--- config.mk ---
export PLATFORM = sky130hd
export DESIGN_NAME = string_buffer
export DESIGN_NICKNAME = d
export VERILOG_FILES = /design/src/rtl/string_buffer.sv
export SDC_FILE = /design/constraint.sdc
export NUM_CORES = 1
export LEC_CHECK = 0
export BUFFER_PORTS_ARGS = -buffer_cell sky130_fd_sc_hd__buf_2
export CORE_MARGIN = 1
export CORE_UTILIZATION = 25
export CTS_CLUSTER_DIAMETER = 80
export DETAILED_ROUTE_END_ITERATION = 12
export PLACE_DENSITY_LB_ADDON = 0.2
export SLEW_MARGIN = 20
export SYNTH_ARGS = -nofsm -noshare
export SYNTH_HDL_FRONTEND = slang
export SYNTH_SLANG_ARGS = --single-unit
--- constraint.sdc ---
create_clock -name clk -period 10.7 [get_ports clk]
set_clock_uncertainty 0.1 [all_clocks]
set_input_delay 2.14 -clock clk [delete_from_list [all_inputs] [get_ports clk]]
set_output_delay 2.14 -clock clk [all_outputs]
set_load 0.05 [all_outputs]
--- src/rtl/string_buffer.sv ---
// string_buffer: ROWS x COLS character buffer with an edit cursor, driven by one-cycle asciiex command strobes
module string_buffer #(
    parameter int COLS     = 16,
    parameter int ROWS     = 2,
    parameter int COL_BITS = 4,
    parameter int ROW_BITS = 1
) (
    input  logic                clk,
    input  logic                i_rst_n,
    input  logic                i_sclr,
    input  logic                i_en,
    input  logic [7:0]          i_asciiex,
    input  logic                i_asciiex_en,
    input  logic [ROW_BITS-1:0] i_rd_row,
    input  logic [COL_BITS-1:0] i_rd_col,
    output logic [7:0]          o_rd_dat,
    output logic [ROW_BITS-1:0] o_cur_row,
    output logic [COL_BITS-1:0] o_cur_col,
    output logic                o_upd,
    output logic [ROW_BITS-1:0] o_upd_row,
    output logic [COL_BITS-1:0] o_upd_col,
    output logic [7:0]          o_upd_dat,
    output logic                o_err
);
    localparam logic [ROW_BITS-1:0] ROW_MAX = ROW_BITS'(ROWS - 1);
    localparam logic [COL_BITS-1:0] COL_MAX = COL_BITS'(COLS - 1);
    localparam logic [ROW_BITS:0]   ROW_LIM = (ROW_BITS + 1)'(ROWS);
    localparam logic [COL_BITS:0]   COL_LIM = (COL_BITS + 1)'(COLS);

    logic [7:0]          mem_q [ROWS][COLS];
    logic [ROW_BITS-1:0] cur_row_q, cur_row_d, row_inc, row_dec, wr_row, upd_row_q, upd_row_d;
    logic [COL_BITS-1:0] cur_col_q, cur_col_d, wr_col, upd_col_q, upd_col_d;
    logic [7:0]          wr_dat, upd_dat_q, upd_dat_d, rd_dat_q, rd_dat_d;
    logic                we, upd_q, upd_d, err_q, err_d;

    always_comb begin
        cur_row_d = cur_row_q;
        cur_col_d = cur_col_q;
        we        = 1'b0;
        wr_row    = cur_row_q;
        wr_col    = cur_col_q;
        wr_dat    = i_asciiex;
        err_d     = 1'b0;
        row_inc   = (cur_row_q == ROW_MAX) ? '0 : cur_row_q + ROW_BITS'(1);
        row_dec   = (cur_row_q == '0) ? ROW_MAX : cur_row_q - ROW_BITS'(1);
        if (i_en && i_asciiex_en) begin
            case (i_asciiex) inside
                [8'h20:8'h7E]: begin
                    we        = 1'b1;
                    cur_col_d = (cur_col_q == COL_MAX) ? '0 : cur_col_q + COL_BITS'(1);
                    cur_row_d = (cur_col_q == COL_MAX) ? row_inc : cur_row_q;
                end
                8'h08: begin
                    if (cur_row_q != '0 || cur_col_q != '0) begin
                        we        = 1'b1;
                        cur_col_d = (cur_col_q == '0) ? COL_MAX : cur_col_q - COL_BITS'(1);
                        cur_row_d = (cur_col_q == '0) ? row_dec : cur_row_q;
                        wr_row    = cur_row_d;
                        wr_col    = cur_col_d;
                        wr_dat    = 8'h20;
                    end
                end
                8'h02: cur_col_d = (cur_col_q == COL_MAX) ? COL_MAX : cur_col_q + COL_BITS'(1);
                8'h04: cur_col_d = (cur_col_q == '0) ? '0 : cur_col_q - COL_BITS'(1);
                8'h03: begin
                    cur_col_d = '0;
                    cur_row_d = row_inc;
                end
                default: err_d = 1'b1;
            endcase
        end
        upd_d     = we;
        upd_row_d = we ? wr_row : upd_row_q;
        upd_col_d = we ? wr_col : upd_col_q;
        upd_dat_d = we ? wr_dat : upd_dat_q;
        rd_dat_d  = ({1'b0, i_rd_row} < ROW_LIM && {1'b0, i_rd_col} < COL_LIM)
                  ? mem_q[i_rd_row][i_rd_col] : 8'h20;
    end

    always_ff @(posedge clk or negedge i_rst_n) begin
        if (!i_rst_n) begin
            mem_q     <= '{default: 8'h20};
            cur_row_q <= '0;
            cur_col_q <= '0;
            rd_dat_q  <= 8'h20;
            upd_q     <= 1'b0;
            upd_row_q <= '0;
            upd_col_q <= '0;
            upd_dat_q <= '0;
            err_q     <= 1'b0;
        end else if (i_sclr) begin
            mem_q     <= '{default: 8'h20};
            cur_row_q <= '0;
            cur_col_q <= '0;
            rd_dat_q  <= 8'h20;
            upd_q     <= 1'b0;
            upd_row_q <= '0;
            upd_col_q <= '0;
            upd_dat_q <= '0;
            err_q     <= 1'b0;
        end else begin
            if (we) mem_q[wr_row][wr_col] <= wr_dat;
            cur_row_q <= cur_row_d;
            cur_col_q <= cur_col_d;
            rd_dat_q  <= rd_dat_d;
            upd_q     <= upd_d;
            upd_row_q <= upd_row_d;
            upd_col_q <= upd_col_d;
            upd_dat_q <= upd_dat_d;
            err_q     <= err_d;
        end
    end

    assign o_rd_dat  = rd_dat_q;
    assign o_cur_row = cur_row_q;
    assign o_cur_col = cur_col_q;
    assign o_upd     = upd_q;
    assign o_upd_row = upd_row_q;
    assign o_upd_col = upd_col_q;
    assign o_upd_dat = upd_dat_q;
    assign o_err     = err_q;
endmodule
==> results_dict.tcl <==
set metrics [dict create \
    cts_sinks 284 \
    maxSlewViolCount 0 \
    drive_gt1_share_pct 26.3 \
    synth_top_cell_by_area "dfrtp_1" \
    start_util_pct 25.5 \
    die_x_um 240 \
    synthToLayoutAreaGrowth_pct 14.3 \
    syn-num-nets 1255 \
    nFillCells 5760 \
    p_leak_nw 7.02 \
    vias 10100 \
    yosysUniqueCellTypes 67 \
    die_h_um 240 \
    drc 0 \
    syn_inst 1235 \
    ir_drop_mv 0.0955 \
    h-tree-depth 2 \
    startpoint_type "input port" \
    p_per_area_mw_per_mm2 159 \
    drt-total-wl_mm 44.0 \
    hold_ws_ns 0.404 \
    async_flop_share_pct 100 \
    cp.required_ns 11.03 \
    grt_pass1_wl_mm 67.9 \
    rsz0062_at_grt "no" \
    port_buffers 45 \
    grt_max_degree 115 \
    hold_buffers 0 \
    cp_data_arrival_time_ns 6.24 \
    hold_viol 0 \
    cts_resized 0 \
    seq_area_frac_synth_pct 50.3 \
    synth_edf_count 0 \
    period_share_pct 55.2 \
    rows 86 \
    r2r_slack_ns 5.60 \
    final.setup.tns_ns 0 \
    yosys_warnings 0 \
    synthTopCellsByArea "dfrtp_1, mux4_2, mux2i_1" \
    dp_hpwl_mm 26.9 \
    insertion_delay_ns 0.55 \
    cts_tree "done" \
    die_area_sq_mm 0.0578 \
    path_class "in2reg" \
    hold_path.class "reg2reg" \
    yosys-top-cells-count "dfrtp_1, nor2_1, clkbuf_1" \
    via_per_inst 5.08 \
    relSlewSlack_pct 25.3 \
    status "complete, no violations" \
    synth.ff_latch_count 284 \
    final_nets 1228 \
    setup_viol 0 \
    cts.clk_slew.worst_paths_ns 0.06 \
    fmax_ghz 0.169 \
    synth_top_area_share_pct 44.2 \
    cpMaxStageDelayCell "mux2i_2" \
    root_buffer "clkbuf_16" \
    ys.flop_type "dfrtp_1" \
    drt_pass1_iterations 5 \
    grt_pass1_vias 10200 \
    final.min_clock_period_ns 5.91 \
    cts_buffers 35 \
    antenna_found_initial 1 \
    first_iter_violations 654 \
    grtUsageTotal_pct 15.6 \
    synth.most_common_cell "dfrtp_1" \
    crit_fanout 19 \
    syn_avg_cell_area_sq_um 11.5 \
    cp_slowest_stage_delay_ns 0.89 \
    worst_pin_slew_ns 1.12 \
    io_pins 46 \
    place.gp.congestion 0.792 \
    core_sq_mm 0.0556 \
    synth_area_sq_mm 0.0142 \
    wl_per_cell_um 22.2 \
    cts_setup_buffers 0 \
    clk_path_buf_depth 3 \
    cap_violations 0 \
    path_cells "buf_2 -> or4_4 -> nor4_4 -> mux2i_2 -> nand2_1 -> or3_1 -> and3_1" \
    endpoint_kind "register" \
    diodes 0 \
    ant_nets 0 \
    grt.overflow.total 0 \
]
==> critical path: cells and delay by family <==
family | cells | cell delay [ns]
AND/OR/NAND/NOR | 5 | 3.01
multiplexers | 1 | 0.89
buffers and inverters | 1 | 0.18
==> final timing paths <==
check	startpoint	to	cells after the start
min	mem_q[193]	mem_q[193]	2
min reg2reg	mem_q[193]	mem_q[193]	2
max reg2reg	o_cur_col[0]	mem_q[95]	8
max in group asynchronous	i_rst_n	o_cur_col[3]	3
min in group asynchronous	i_rst_n	mem_q[231]	1
max	i_asciiex[6]	mem_q[95]	7
==> metal layers <==
layer  global-route usage [%]  routed length, um  part of all wire (%)  up-vias
met5                        0                  0                     0        -
met1                     22.5              21000                    48     5277
met3                     2.49               1800                   4.1       54
li1                         -                  -                     -     4524
met2                     24.1              20400                    46      213
met4                     4.38                861                   2.0        0
==> where the power goes <==
group | switching [W] | internal [W] | total, W | leakage (nW)
Sequential | 0.0000155 | 0.00108 | 0.00110 | 3.85
Combinational | 0.000175 | 0.0000576 | 0.000232 | 2.60
Clock | 0.000489 | 0.000763 | 0.00125 | 0.572
Total | 0.000679 | 0.00190 | 0.00258 | 7.02
==> area by class of cell <==
cell class | instances | area (sq um) | area share [%]
well taps | 748 | 936 | 5.77
inverters | 12 | 50.0 | 0.308
flip-flops and latches | 284 | 7150 | 44.0
repair buffers | 67 | 409 | 2.52
clock buffers | 44 | 930 | 5.73
multi-input cells | 808 | 6510 | 40.1
clock inverters | 17 | 250 | 1.54
==> per-stage QoR <==
| step | util (%) | area, sq um | worst slack, ns | total power (W) | cells |
|---|---|---|---|---|---|
| global placement | 27.0 | 15000 | 4.38 | 0.00135 | 1919 |
| CTS | 29.2 | 16200 | 4.89 | 0.00262 | 1980 |
| floorplan | - | 14200 | 5.78 | 0.00126 | 1235 |
| finish | 29.2 | 16200 | 4.79 | 0.00258 | 1980 |
| detailed placement | 27.0 | 15000 | 4.32 | 0.00135 | 1919 |
| global route | 29.2 | 16200 | 4.61 | 0.00268 | 1980 |
==> cell families (layout without fill, tap and decap cells) <==
logic type,count (synthesis),after routing,synth area share (%)
compound gates,250,250,12.5
fa+ha+maj,2,2,0.176
xor+xnor,3,3,0.185
flops,284,284,50.3
buf+inv,143,140,3.95
simple gates,373,373,13.1
mux,180,180,19.8
==> registers in the layout, summed over array words and instances, names as in the netlist <==
signal,count
o_err,1
o_upd_dat,8
o_cur_row,1
o_upd_col,4
o_rd_dat,8
o_upd,1
o_upd_row,1
mem_q,256
o_cur_col,4
==> placed cells by master, fill, tap and decap left out, types with 11 or more instances in the layout <==
cell         n
buf_2       42
dfrtp_1    251
mux4_2      80
nand2_1     83
a31o_2      58
or3_1       11
inv_1       11
nand3_1     39
nor3_1      23
o311ai_0    28
and3_1      30
a21oi_1     27
buf_4       23
dfstp_2     33
or2_2       11
mux2i_1     97
clkbuf_16   35
o21ai_0     83
nor2_1     125
Power figures use the tool's default switching activity.
